===== config.mk =====
export PLATFORM = sky130hd
export DESIGN_NAME = dram_read_arbiter_flat
export DESIGN_NICKNAME = d
export VERILOG_FILES = /design/src/rtl/dram_read_arbiter_if.sv /design/src/rtl/dram_read_arbiter.sv /design/src/flat_wrapper.sv
export SDC_FILE = /design/constraint.sdc
export NUM_CORES = 1
export LEC_CHECK = 0
export CAP_MARGIN = 20
export CORE_UTILIZATION = 50
export DETAILED_ROUTE_END_ITERATION = 10
export DONT_BUFFER_PORTS = 1
export GPL_ROUTABILITY_DRIVEN = 0
export PLACE_DENSITY = 0.76
export SYNTH_ARGS = -nofsm -noshare
export SYNTH_HDL_FRONTEND = slang
export SYNTH_SLANG_ARGS = --single-unit

===== constraint.sdc =====
create_clock -name clk -period 3.2 [get_ports clk]
set_input_delay 0.8 -clock clk [delete_from_list [all_inputs] [get_ports clk]]
set_output_delay 0.8 -clock clk [all_outputs]
set_load 0.02 [all_outputs]

===== src/rtl/dram_read_arbiter_if.sv =====
// Signal bundle for the two-requester DRAM read arbiter: requester ports plus
// the read-engine command and data-return path.
interface dram_read_arbiter_if;
    logic        p0_kick, p1_kick;
    logic [31:0] p0_num, p1_num;
    logic [31:0] p0_addr, p1_addr;
    logic        p0_busy, p1_busy;
    logic        p0_done, p1_done;
    logic        p0_we, p1_we;
    logic [31:0] dout;
    logic        grant;
    logic        err;
    logic        m_kick;
    logic [31:0] m_num, m_addr;
    logic        m_busy;
    logic        m_we;
    logic [31:0] m_dout;

    // slave: the arbiter's view
    modport slave (
        input  p0_kick, p1_kick, p0_num, p1_num, p0_addr, p1_addr,
               m_busy, m_we, m_dout,
        output p0_busy, p1_busy, p0_done, p1_done, p0_we, p1_we,
               dout, grant, err, m_kick, m_num, m_addr
    );

    // master: the surrounding requesters and read engine
    modport master (
        output p0_kick, p1_kick, p0_num, p1_num, p0_addr, p1_addr,
               m_busy, m_we, m_dout,
        input  p0_busy, p1_busy, p0_done, p1_done, p0_we, p1_we,
               dout, grant, err, m_kick, m_num, m_addr
    );
endinterface


===== src/rtl/dram_read_arbiter.sv =====
// Two-port round-robin arbiter in front of a single DRAM read engine: captures
// requests, issues one engine command at a time and steers returned words.
module dram_read_arbiter #(
    parameter int unsigned TIMEOUT = 1023
) (
    input  logic               clk,
    input  logic               rst,
    dram_read_arbiter_if.slave bus
);
    typedef enum logic [2:0] {IDLE, ISSUE, WAIT_BUSY, RUN, DONE} state_t;

    state_t           state;
    logic [1:0]       pending;
    logic [1:0][31:0] req_num, req_addr;
    logic             last;
    logic [31:0]      wait_cnt;
    logic [31:0]      word_cnt;
    logic [1:0]       kick;
    logic [1:0][31:0] num_in, addr_in;
    logic             sel;
    logic             xfer;

    assign kick        = {bus.p1_kick, bus.p0_kick};
    assign num_in      = {bus.p1_num, bus.p0_num};
    assign addr_in     = {bus.p1_addr, bus.p0_addr};
    assign bus.p0_busy = pending[0];
    assign bus.p1_busy = pending[1];
    // With both pending, favour the port that was not served last.
    assign sel         = (&pending) ? ~last : pending[1];
    assign xfer        = (state == WAIT_BUSY) || (state == RUN);

    always_ff @(posedge clk) begin
        if (rst) begin
            state       <= IDLE;
            pending     <= '0;
            req_num     <= '0;
            req_addr    <= '0;
            last        <= 1'b1;
            wait_cnt    <= '0;
            word_cnt    <= '0;
            bus.m_kick  <= 1'b0;
            bus.m_num   <= '0;
            bus.m_addr  <= '0;
            bus.p0_done <= 1'b0;
            bus.p1_done <= 1'b0;
            bus.p0_we   <= 1'b0;
            bus.p1_we   <= 1'b0;
            bus.dout    <= '0;
            bus.grant   <= 1'b0;
            bus.err     <= 1'b0;
        end else begin
            bus.m_kick  <= 1'b0;
            bus.p0_done <= 1'b0;
            bus.p1_done <= 1'b0;
            bus.p0_we   <= 1'b0;
            bus.p1_we   <= 1'b0;
            bus.err     <= 1'b0;

            for (int i = 0; i < 2; i++) begin
                if (kick[i] && !pending[i]) begin
                    pending[i]  <= 1'b1;
                    req_num[i]  <= num_in[i];
                    req_addr[i] <= addr_in[i];
                end
            end

            // Words outside a transfer or beyond the requested count are dropped.
            if (bus.m_we) begin
                if (xfer)
                    word_cnt <= word_cnt + 32'd1;
                if (xfer && (word_cnt < bus.m_num)) begin
                    bus.dout <= bus.m_dout;
                    if (bus.grant) bus.p1_we <= 1'b1;
                    else           bus.p0_we <= 1'b1;
                end else begin
                    bus.err <= 1'b1;
                end
            end

            unique case (state)
                IDLE: begin
                    if (pending != 2'b00) begin
                        bus.grant  <= sel;
                        bus.m_num  <= req_num[sel];
                        bus.m_addr <= req_addr[sel];
                        if (req_num[sel] == 32'd0) begin
                            state <= DONE;
                        end else begin
                            state      <= ISSUE;
                            bus.m_kick <= 1'b1;
                        end
                    end
                end
                ISSUE: begin
                    wait_cnt <= '0;
                    state    <= WAIT_BUSY;
                end
                WAIT_BUSY: begin
                    if (bus.m_busy) begin
                        state <= RUN;
                    end else if (wait_cnt == 32'(TIMEOUT - 1)) begin
                        bus.err <= 1'b1;
                        state   <= DONE;
                    end else begin
                        wait_cnt <= wait_cnt + 32'd1;
                    end
                end
                RUN: begin
                    if (!bus.m_busy && (word_cnt >= bus.m_num))
                        state <= DONE;
                end
                DONE: begin
                    if (bus.grant) bus.p1_done <= 1'b1;
                    else           bus.p0_done <= 1'b1;
                    pending[bus.grant] <= 1'b0;
                    last               <= bus.grant;
                    word_cnt           <= '0;
                    state              <= IDLE;
                end
                default: state <= IDLE;
            endcase
        end
    end
endmodule


===== src/flat_wrapper.sv =====
// flat-port wrapper written by rule: the top's interface ports become plain ports
module dram_read_arbiter_flat 
#(
    parameter int unsigned TIMEOUT = 1023
)
  (clk, rst, bus_p0_kick, bus_p1_kick, bus_p0_num, bus_p1_num, bus_p0_addr, bus_p1_addr, bus_m_busy, bus_m_we, bus_m_dout, bus_p0_busy, bus_p1_busy, bus_p0_done, bus_p1_done, bus_p0_we, bus_p1_we, bus_dout, bus_grant, bus_err, bus_m_kick, bus_m_num, bus_m_addr);
  dram_read_arbiter_if bus_i ();
  input  logic clk;
  input  logic rst;
  input wire logic [$bits(bus_i.p0_kick)-1:0] bus_p0_kick;
  input wire logic [$bits(bus_i.p1_kick)-1:0] bus_p1_kick;
  input wire logic [$bits(bus_i.p0_num)-1:0] bus_p0_num;
  input wire logic [$bits(bus_i.p1_num)-1:0] bus_p1_num;
  input wire logic [$bits(bus_i.p0_addr)-1:0] bus_p0_addr;
  input wire logic [$bits(bus_i.p1_addr)-1:0] bus_p1_addr;
  input wire logic [$bits(bus_i.m_busy)-1:0] bus_m_busy;
  input wire logic [$bits(bus_i.m_we)-1:0] bus_m_we;
  input wire logic [$bits(bus_i.m_dout)-1:0] bus_m_dout;
  output wire logic [$bits(bus_i.p0_busy)-1:0] bus_p0_busy;
  output wire logic [$bits(bus_i.p1_busy)-1:0] bus_p1_busy;
  output wire logic [$bits(bus_i.p0_done)-1:0] bus_p0_done;
  output wire logic [$bits(bus_i.p1_done)-1:0] bus_p1_done;
  output wire logic [$bits(bus_i.p0_we)-1:0] bus_p0_we;
  output wire logic [$bits(bus_i.p1_we)-1:0] bus_p1_we;
  output wire logic [$bits(bus_i.dout)-1:0] bus_dout;
  output wire logic [$bits(bus_i.grant)-1:0] bus_grant;
  output wire logic [$bits(bus_i.err)-1:0] bus_err;
  output wire logic [$bits(bus_i.m_kick)-1:0] bus_m_kick;
  output wire logic [$bits(bus_i.m_num)-1:0] bus_m_num;
  output wire logic [$bits(bus_i.m_addr)-1:0] bus_m_addr;
  assign bus_i.p0_kick = bus_p0_kick;
  assign bus_i.p1_kick = bus_p1_kick;
  assign bus_i.p0_num = bus_p0_num;
  assign bus_i.p1_num = bus_p1_num;
  assign bus_i.p0_addr = bus_p0_addr;
  assign bus_i.p1_addr = bus_p1_addr;
  assign bus_i.m_busy = bus_m_busy;
  assign bus_i.m_we = bus_m_we;
  assign bus_i.m_dout = bus_m_dout;
  assign bus_p0_busy = bus_i.p0_busy;
  assign bus_p1_busy = bus_i.p1_busy;
  assign bus_p0_done = bus_i.p0_done;
  assign bus_p1_done = bus_i.p1_done;
  assign bus_p0_we = bus_i.p0_we;
  assign bus_p1_we = bus_i.p1_we;
  assign bus_dout = bus_i.dout;
  assign bus_grant = bus_i.grant;
  assign bus_err = bus_i.err;
  assign bus_m_kick = bus_i.m_kick;
  assign bus_m_num = bus_i.m_num;
  assign bus_m_addr = bus_i.m_addr;
  dram_read_arbiter #(.TIMEOUT(TIMEOUT)) u_core (.clk(clk), .rst(rst), .bus(bus_i));
endmodule

Word level (Yosys, flattened, before mapping) --
Index checks and enable logic that the tools add are counted.
Cells by class: reductions and logical operators 23, bitwise logic cells 8, shift-type cells 0, add/sub/neg operators 2, multipliers 0, div/mod/pow operators 0, muxes and demuxes 29, eq/ne operators 10, magnitude comparators 5
Operator list (count):
- 32-bit 2-to-1 mux | 6
- 32-bit by 1-bit adder with 32-bit output (second input constant) | 2
- 32-bit case mux with 2 select lines | 1
- 32-bit by 10-bit equality test with 1-bit output (second input constant) | 1
- 32-bit greater-or-equal comparator | 1
- 32-bit zero test | 1
- 32-bit < comparator | 1
- 3-bit 2-to-1 mux | 5
- 1-bit 2-to-1 mux | 14
- 3-bit case mux with 4 select lines | 1
- 2-bit AND reduction | 4
- 3-bit by 2-bit equality test with 1-bit output (second input constant) | 2
- 2-bit inequality test (second input constant) | 3
- 1-bit inverter | 6
- 3-bit AND reduction | 2
- 3-bit OR reduction | 2
- 1-bit logical AND | 5
- 1-bit by 2-bit < comparator with 1-bit output (second input constant) | 2
- 2-bit nonzero test | 2
- 2-bit OR reduction | 2
- 3-bit by 1-bit equality test with 1-bit output (second input constant) | 1
- 3-bit equality test (second input constant) | 1
- 1-bit zero test | 3
- 3-bit zero test | 1
- other kinds (8) | 8
Word-level totals: word-level logic and storage cells 96, RAM bits 0, memories kept 0, ROM bits 0, bits in latches 0, register bits after elaboration 301, input port bits 166, output and inout bits 105

Longest topological paths before layout --
Gate-level depths: netlist of the first run.
depth after elaboration 8, depth in mapped cells 9, depth with buffers taken out 8

Worst setup path before layout of the first run --
Ideal clock, no wire load.
kind reg2reg, start point register u_core.bus.m_num[30] in the netlist's numbering, end point register u_core.bus.dout[10] in the netlist's numbering, buffers on the path 1, required time 3.128 ns, path slack 0.886 ns, stages on the path, launching flop included 10, period minus slack after synthesis 2.314 ns, arrival time 2.242 ns, library setup time 0.072 ns, cells stage by stage dfxtp_1 inv_1 ha_1 a21oi_1 nand2_1 a221oi_1 nand3_1 a21oi_2 buf_2 mux2i_1
Between the ends: cells in the longest elaborated chain, start to end 3
Ends and longest elaborated chain:
- start, declared | RTL line dram_read_arbiter_if.sv:24 | dout, grant, err, m_kick, m_num, m_addr
- start signal, assigned | RTL line dram_read_arbiter.sv:84 | bus.m_num <= req_num[sel];
- 32-bit < comparator | RTL line dram_read_arbiter.sv:71 | if (xfer && (word_cnt < bus.m_num)) begin
- 1-bit logical AND | RTL line dram_read_arbiter.sv:71
- 2-bit AND reduction (no line)
- end signal, assigned | RTL line dram_read_arbiter.sv:72 | bus.dout <= bus.m_dout;
- end, declared | RTL line dram_read_arbiter_if.sv:24
Every way passes these cells. A chain may end at the register's enable or synchronous reset.

Final worst setup path of the first run --
start point register u_core.bus.m_num[30] in the netlist's numbering, end point register u_core.bus.dout[6] in the netlist's numbering
The elaborated chain is that of the path after synthesis.

==> results.py, run 1 <==
metrics = {
    "layout": {
        "fin_cells": 1865,
        "nets": 1710,
        "syn2layout_area_growth_pct": 10.9,
        "layout-drive-gt1-share_pct": 6.92,
    },
    "sta": {
        "setup_viol": 0,
        "grt_setup_unrepaired": "false",
        "fin_skew_ns": 0.0208,
        "min_period_ns": 2.86,
        "drv_slew": 0,
        "fmax_mhz": 350,
        "setup-tns-final_ns": 0,
        "slew-limit-headroom_pct": 49.3,
        "worst_slew_pin_slew_ns": 0.760,
        "hold_viol": 0,
        "setup_ws_ns": 0.340,
        "hold_slack_ns": 0.395,
        "period_share_pct": 89.4,
    },
    "power_and_ir_drop": {
        "fin_total_pwr_mw": 11.1,
        "leakage_nw": 5.25,
        "ir_drop_mv": 0.476,
        "p_per_area_nw_per_um2": 764,
    },
    "yosys": {
        "synth.ff_latch_count": 301,
        "mappedNetlistArea_um2": 13100,
        "synthCells": 1544,
        "seq_area_frac_synth_pct": 45.9,
        "synth.net_count": 1745,
        "avgSynthCellArea_um2": 8.50,
        "yosys-top-cells-area": "dfxtp_1, nand2_1, mux2i_1, a21oi_1, a211oi_1",
        "synth.top_cell.area_share_pct": 45.9,
        "synth_edf_count": 0,
        "ys.flop_type": "dfxtp_1",
        "synth_cell_types": 56,
        "synth_area_leader_cell": "dfxtp_1",
        "async_flop_share_pct": 0,
        "yosys_warnings": 0,
    },
    "floorplan": {
        "die_x_um": 164,
        "rows": 58,
        "initial_utilization_pct": 51.5,
        "dieArea_um2": 26900,
        "ios": 271,
        "coreArea_um2": 25500,
        "dieHeight_um": 164,
    },
    "setup_path": {
        "crit_type": "flip-flop to flip-flop",
        "r2r_start": "u_core.bus.m_num[30]$_SDFFE_PP0P_",
        "worstRegToRegCells": 9,
        "crit_arrival_ns": 3.30,
        "endpoint_kind": "flip-flop",
        "worst-r2r-setup-slack_ns": 0.34,
        "r2r-end": "u_core.bus.dout[6]$_SDFFE_PP0P_",
        "required_ns": 3.64,
        "crit_path_start": "u_core.bus.m_num[30]$_SDFFE_PP0P_",
        "path_max_fanout": 34,
        "crit_end": "u_core.bus.dout[6]$_SDFFE_PP0P_",
        "cp-start-kind": "flip-flop",
    },
    "status": {
        "status": "complete, no violations",
    },
    "clock_network": {
        "cts_made_buffers": 34,
        "holdBufCountCts": 0,
        "cts.clk_slew.worst_paths_ns": 0.06,
        "clk-insertion-delay-late_ns": 0.51,
        "post_cts_buffers": 0,
        "cts.sinks": 301,
        "h-tree-depth": 2,
        "ctsResizeCount": 0,
        "cts_max_path_buffers": 3,
        "clockRootBuffer": "clkbuf_16",
        "tritoncts": "done",
    },
    "hold_path": {
        "hold_path.class": "input pin to flip-flop",
    },
    "grt": {
        "grt_pass1_wl_um": 52400,
        "gr-usage-all-layers_pct": 24.6,
        "overflow": 0,
        "grt_antenna_before_repair": 3,
        "grt_pass1_vias": 10041,
        "grt_max_degree": 274,
    },
    "drt": {
        "routed_wl_um": 33800,
        "postRouteAntennaNets": 0,
        "drt_first_pass_iters": 6,
        "route.detailed.drc": 0,
        "viasPerCell": 5.69,
        "wl_per_cell_um": 18.1,
        "drtIter0Drc": 560,
        "route.vias.total": 10605,
    },
    "placed_design": {
        "io_buffers": 0,
        "post-place-cells": 1803,
        "hpwl_um": 23500,
        "dp_slack_ns": 0.439,
    },
    "job": {
        "drv_cap": 0,
    },
}
-- synthesized netlist by cell type (all sizes together), types with 29 or more instances --
cell	instances
a211oi	71
a21oi	167
buf	34
clkbuf	65
dfxtp	301
ha	35
inv	43
mux2i	97
nand2	296
nand2b	74
nand3	29
nor2	128
xnor2	29
-- final cells by class --
| cell class | instances | area (µm²) |
|---|---|---|
| clock buffers | 45 | 972 |
| multi-input cells | 1101 | 6560 |
| flip-flops and latches | 301 | 6030 |
| diodes | 3 | 7.51 |
| fillers | 2205 | 10900 |
| clock inverters | 14 | 119 |
| repair buffers | 28 | 298 |
| well taps | 330 | 413 |
| inverters | 43 | 161 |
-- critical path, cell delays in order, from the launching register on --
cell	delay, ns
dfxtp_1	0.47
inv_1	0.08
ha_1	0.34
a21oi_1	0.16
nand2_1	0.08
a221oi_1	0.64
nand3_1	0.26
a21oi_4	0.22
buf_12	0.26
mux2i_1	0.24
-- sequential cells by signal, summed over array words and instances, names as in the netlist, 2 cells and up --
register,flops
u_core.word_cnt,32
u_core.state,3
u_core.pending,2
u_core.wait_cnt,32
u_core.bus.m_num,32
u_core.bus.m_addr,32
u_core.req_num,64
u_core.req_addr,64
u_core.bus.dout,32
-- power breakdown --
| part | internal (mW) | total [mW] | leakage [nW] | switching, mW |
|---|---|---|---|---|
| logic | 0.842 | 2.22 | 2.25 | 1.38 |
| clock network | 2.22 | 3.76 | 0.542 | 1.53 |
| registers | 4.27 | 5.14 | 2.46 | 0.865 |
| total | 7.34 | 11.1 | 5.25 | 3.78 |
-- worst min-delay path by stage --
stage,start,to,slack [ns],cells past startpoint
4_1_cts,rst,u_core.bus.m_addr[30]$_SDFFE_PP0P_,0.37,1
6_report,bus_p1_kick,u_core.pending[1]$_SDFF_PP0_,0.40,1
3_3_place_gp,u_core.req_addr[56]$_SDFFE_PP0P_,u_core.req_addr[56]$_SDFFE_PP0P_,0.44,2
3_5_place_dp,u_core.req_addr[30]$_SDFFE_PP0P_,u_core.req_addr[30]$_SDFFE_PP0P_,0.44,2
5_1_grt,bus_p1_kick,u_core.pending[1]$_SDFF_PP0_,0.38,1
2_1_floorplan,u_core.last$_SDFFE_PP1P_,u_core.last$_SDFFE_PP1P_,0.42,2
-- routing by layer --
metal	vias up	track usage [%]	part of all wire [%]
li1	5224	-	-
met1	4951	29.9	40
met2	361	40.6	47
met3	69	7.02	8.6
met4	0	10.7	3.7
met5	-	0	0
-- metrics by stage --
stage	instance area (µm²)	utilization, %
finish	14600	57.2
global route	14600	57.2
CTS	14600	57.1
detailed placement	13500	52.8
global placement	13500	52.8
floorplan	13100	-
-- cell families (layout without fill, tap and decap cells) --
| logic type | Yosys count | in the layout | share of synthesized area [%] |
|---|---|---|---|
| xor+xnor | 38 | 38 | 2.54 |
| compound gates | 296 | 296 | 13.8 |
| mux | 97 | 97 | 7.40 |
| fa+ha+maj | 35 | 35 | 3.34 |
| simple gates | 635 | 635 | 22.5 |
| other cells | 0 | 3 | 0 |
| buf+inv | 142 | 130 | 4.44 |
| flops | 301 | 301 | 45.9 |
-- cells in the final DEF (no fill, tap or decap), types with 34 or more instances in the layout --
cell type	instances
a21oi_1	166
nor2_1	128
mux2i_1	97
clkbuf_16	34
a211oi_1	68
ha_1	35
nand2_1	296
nand2b_1	72
inv_1	43
dfxtp_1	301
No activity file was read; power rests on OpenSTA's default activity.
==> run 2: changes to the inputs <==
--- a/config.mk
+++ b/config.mk
@@ -6,10 +6,13 @@
 export NUM_CORES = 1
 export LEC_CHECK = 0
 export CAP_MARGIN = 20
+export CORE_ASPECT_RATIO = 1.2
 export CORE_UTILIZATION = 50
+export CTS_BUF_LIST = sky130_fd_sc_hd__clkbuf_8
 export DETAILED_ROUTE_END_ITERATION = 10
 export DONT_BUFFER_PORTS = 1
 export GPL_ROUTABILITY_DRIVEN = 0
+export MAX_ROUTING_LAYER = met4
 export PLACE_DENSITY = 0.76
 export SYNTH_ARGS = -nofsm -noshare
 export SYNTH_HDL_FRONTEND = slang
==> results.py, run 2 (synthesis gave the netlist of run 1 again) <==
metrics = {
    "status": {
        "status": "complete, no violations",
    },
    "clock_network": {
        "cts.sinks": 301,
        "clk-insertion-delay-late_ns": 0.58,
        "cts.clk_slew.worst_paths_ns": 0.07,
        "h-tree-depth": 2,
        "tritoncts": "done",
        "clockRootBuffer": "clkbuf_8",
        "holdBufCountCts": 0,
        "cts_max_path_buffers": 3,
        "cts_made_buffers": 47,
        "post_cts_buffers": 0,
        "ctsResizeCount": 0,
    },
    "power_and_ir_drop": {
        "leakage_nw": 5.24,
        "ir_drop_mv": 0.650,
        "p_per_area_nw_per_um2": 737,
    },
    "setup_path": {
        "crit_arrival_ns": 3.13,
        "r2r_start": "u_core.bus.m_num[30]$_SDFFE_PP0P_",
        "path_max_fanout": 34,
        "cp-start-kind": "flip-flop",
        "crit_path_start": "u_core.bus.m_num[30]$_SDFFE_PP0P_",
        "crit_type": "flip-flop to flip-flop",
        "endpoint_kind": "flip-flop",
        "required_ns": 3.69,
    },
    "floorplan": {
        "die_x_um": 150,
        "dieArea_um2": 26900,
        "coreArea_um2": 25600,
        "rows": 64,
        "ios": 271,
        "initial_utilization_pct": 51.2,
        "dieHeight_um": 179,
    },
    "layout": {
        "layout.cells.most_common": "dfxtp_1",
        "largest_registers": "u_core.req_addr x64, u_core.req_num x64",
        "fin_area_um2": 14400,
        "num_antenna_cells": 0,
        "mostFrequentLayoutCells": "dfxtp_1, nand2_1, a21oi_1, nor2_1, mux2i_1",
        "nets": 1719,
        "final_core_util_pct": 56.1,
        "syn2layout_area_growth_pct": 9.59,
        "layout-drive-gt1-share_pct": 7.46,
    },
    "sta": {
        "grt_setup_unrepaired": "false",
        "period_share_pct": 82.6,
        "setup-tns-final_ns": 0,
        "hold_viol": 0,
        "min_period_ns": 2.64,
        "setup_viol": 0,
        "drv_slew": 0,
        "slew-limit-headroom_pct": 49.5,
        "fin_skew_ns": 0.0232,
        "worst_slew_pin_slew_ns": 0.758,
        "hold_slack_ns": 0.348,
        "setup_ws_ns": 0.556,
        "fmax_mhz": 378,
    },
    "placed_design": {
        "io_buffers": 0,
        "hpwl_um": 23400,
        "dp_slack_ns": 0.591,
        "place_area_um2": 13400,
    },
    "drt": {
        "drt_first_pass_iters": 5,
        "wl_per_cell_um": 17.5,
        "routed_wl_um": 33100,
        "viasPerCell": 5.60,
        "route.vias.total": 10558,
        "postRouteAntennaNets": 0,
        "route.detailed.drc": 0,
        "drtIter0Drc": 539,
    },
    "grt": {
        "overflow": 0,
        "grt_pass1_wl_um": 51800,
        "grt_antenna_before_repair": 0,
        "grt_pass1_vias": 10231,
        "gr-usage-all-layers_pct": 24.8,
        "grt_max_degree": 274,
    },
    "hold_path": {
        "hold_path.class": "input pin to flip-flop",
        "holdCritStartpoint": "bus_p1_kick",
    },
    "job": {
        "drv_cap": 0,
    },
}
run 2: cell count changes in the layout (fill, tap and decap cells not counted), sizes merged:
cell,previous run,this run
clkinvlp,2,0
inv,45,61
buf,28,24
clkbuf,45,59
clkinv,9,7
diode,3,0
run 2: final cells by class:
cell class                      count  area (µm²)
Fill cell                        2330       11200
Multi-Input combinational cell   1101        6560
Sequential cell                   301        6030
Clock buffer                       59         812
Tap cell                          330         413
Timing Repair Buffer               24         255
Inverter                           43         161
Clock inverter                     26         154
run 2: power breakdown:
| group | total (mW) | internal (mW) | switching, mW | leakage [nW] |
|---|---|---|---|---|
| clock network | 3.26 | 1.76 | 1.50 | 0.561 |
| logic | 2.11 | 0.835 | 1.28 | 2.22 |
| registers | 5.23 | 4.27 | 0.957 | 2.46 |
run 2: path summary, 6_finish.rpt:
| check | to | cells after the start | slack [ns] |
|---|---|---|---|
| hold reg to reg | u_core.req_addr[17]$_SDFFE_PP0P_ | 2 | 0.45 |
| setup / recovery | u_core.bus.dout[10]$_SDFFE_PP0P_ | 9 | 0.56 |
| hold / removal | u_core.pending[1]$_SDFF_PP0_ | 1 | 0.35 |
| setup reg to reg | u_core.bus.dout[10]$_SDFFE_PP0P_ | 9 | 0.56 |
run 2: worst max-delay path, stage by stage (launching register included):
cell and delay [ns]:
dfxtp_1 0.48, inv_1 0.08, ha_1 0.33, a21oi_1 0.16, nand2_1 0.07, a221oi_1 0.53, nand3_1 0.22, a21oi_4 0.19
buf_12 0.24, mux2i_1 0.22
run 2: metal layers:
layer  global-route usage (%)  wire length, µm  vias to the layer above  share of wire [%]
met5                        -                0                        -                  0
met4                     9.25             1080                        0                3.3
met3                     7.21             2740                       71                8.3
met2                     40.0            15400                      360                 47
met1                     28.8            13800                     4888                 42
li1                         -                -                     5239                  -
run 2: through the flow:
step,std cells,power (mW)
2_1_floorplan,1544,6.72
3_3_place_gp,1799,7.33
3_5_place_dp,1799,7.42
4_1_cts,1884,10.7
5_1_grt,1884,11.2
6_report,1884,10.6
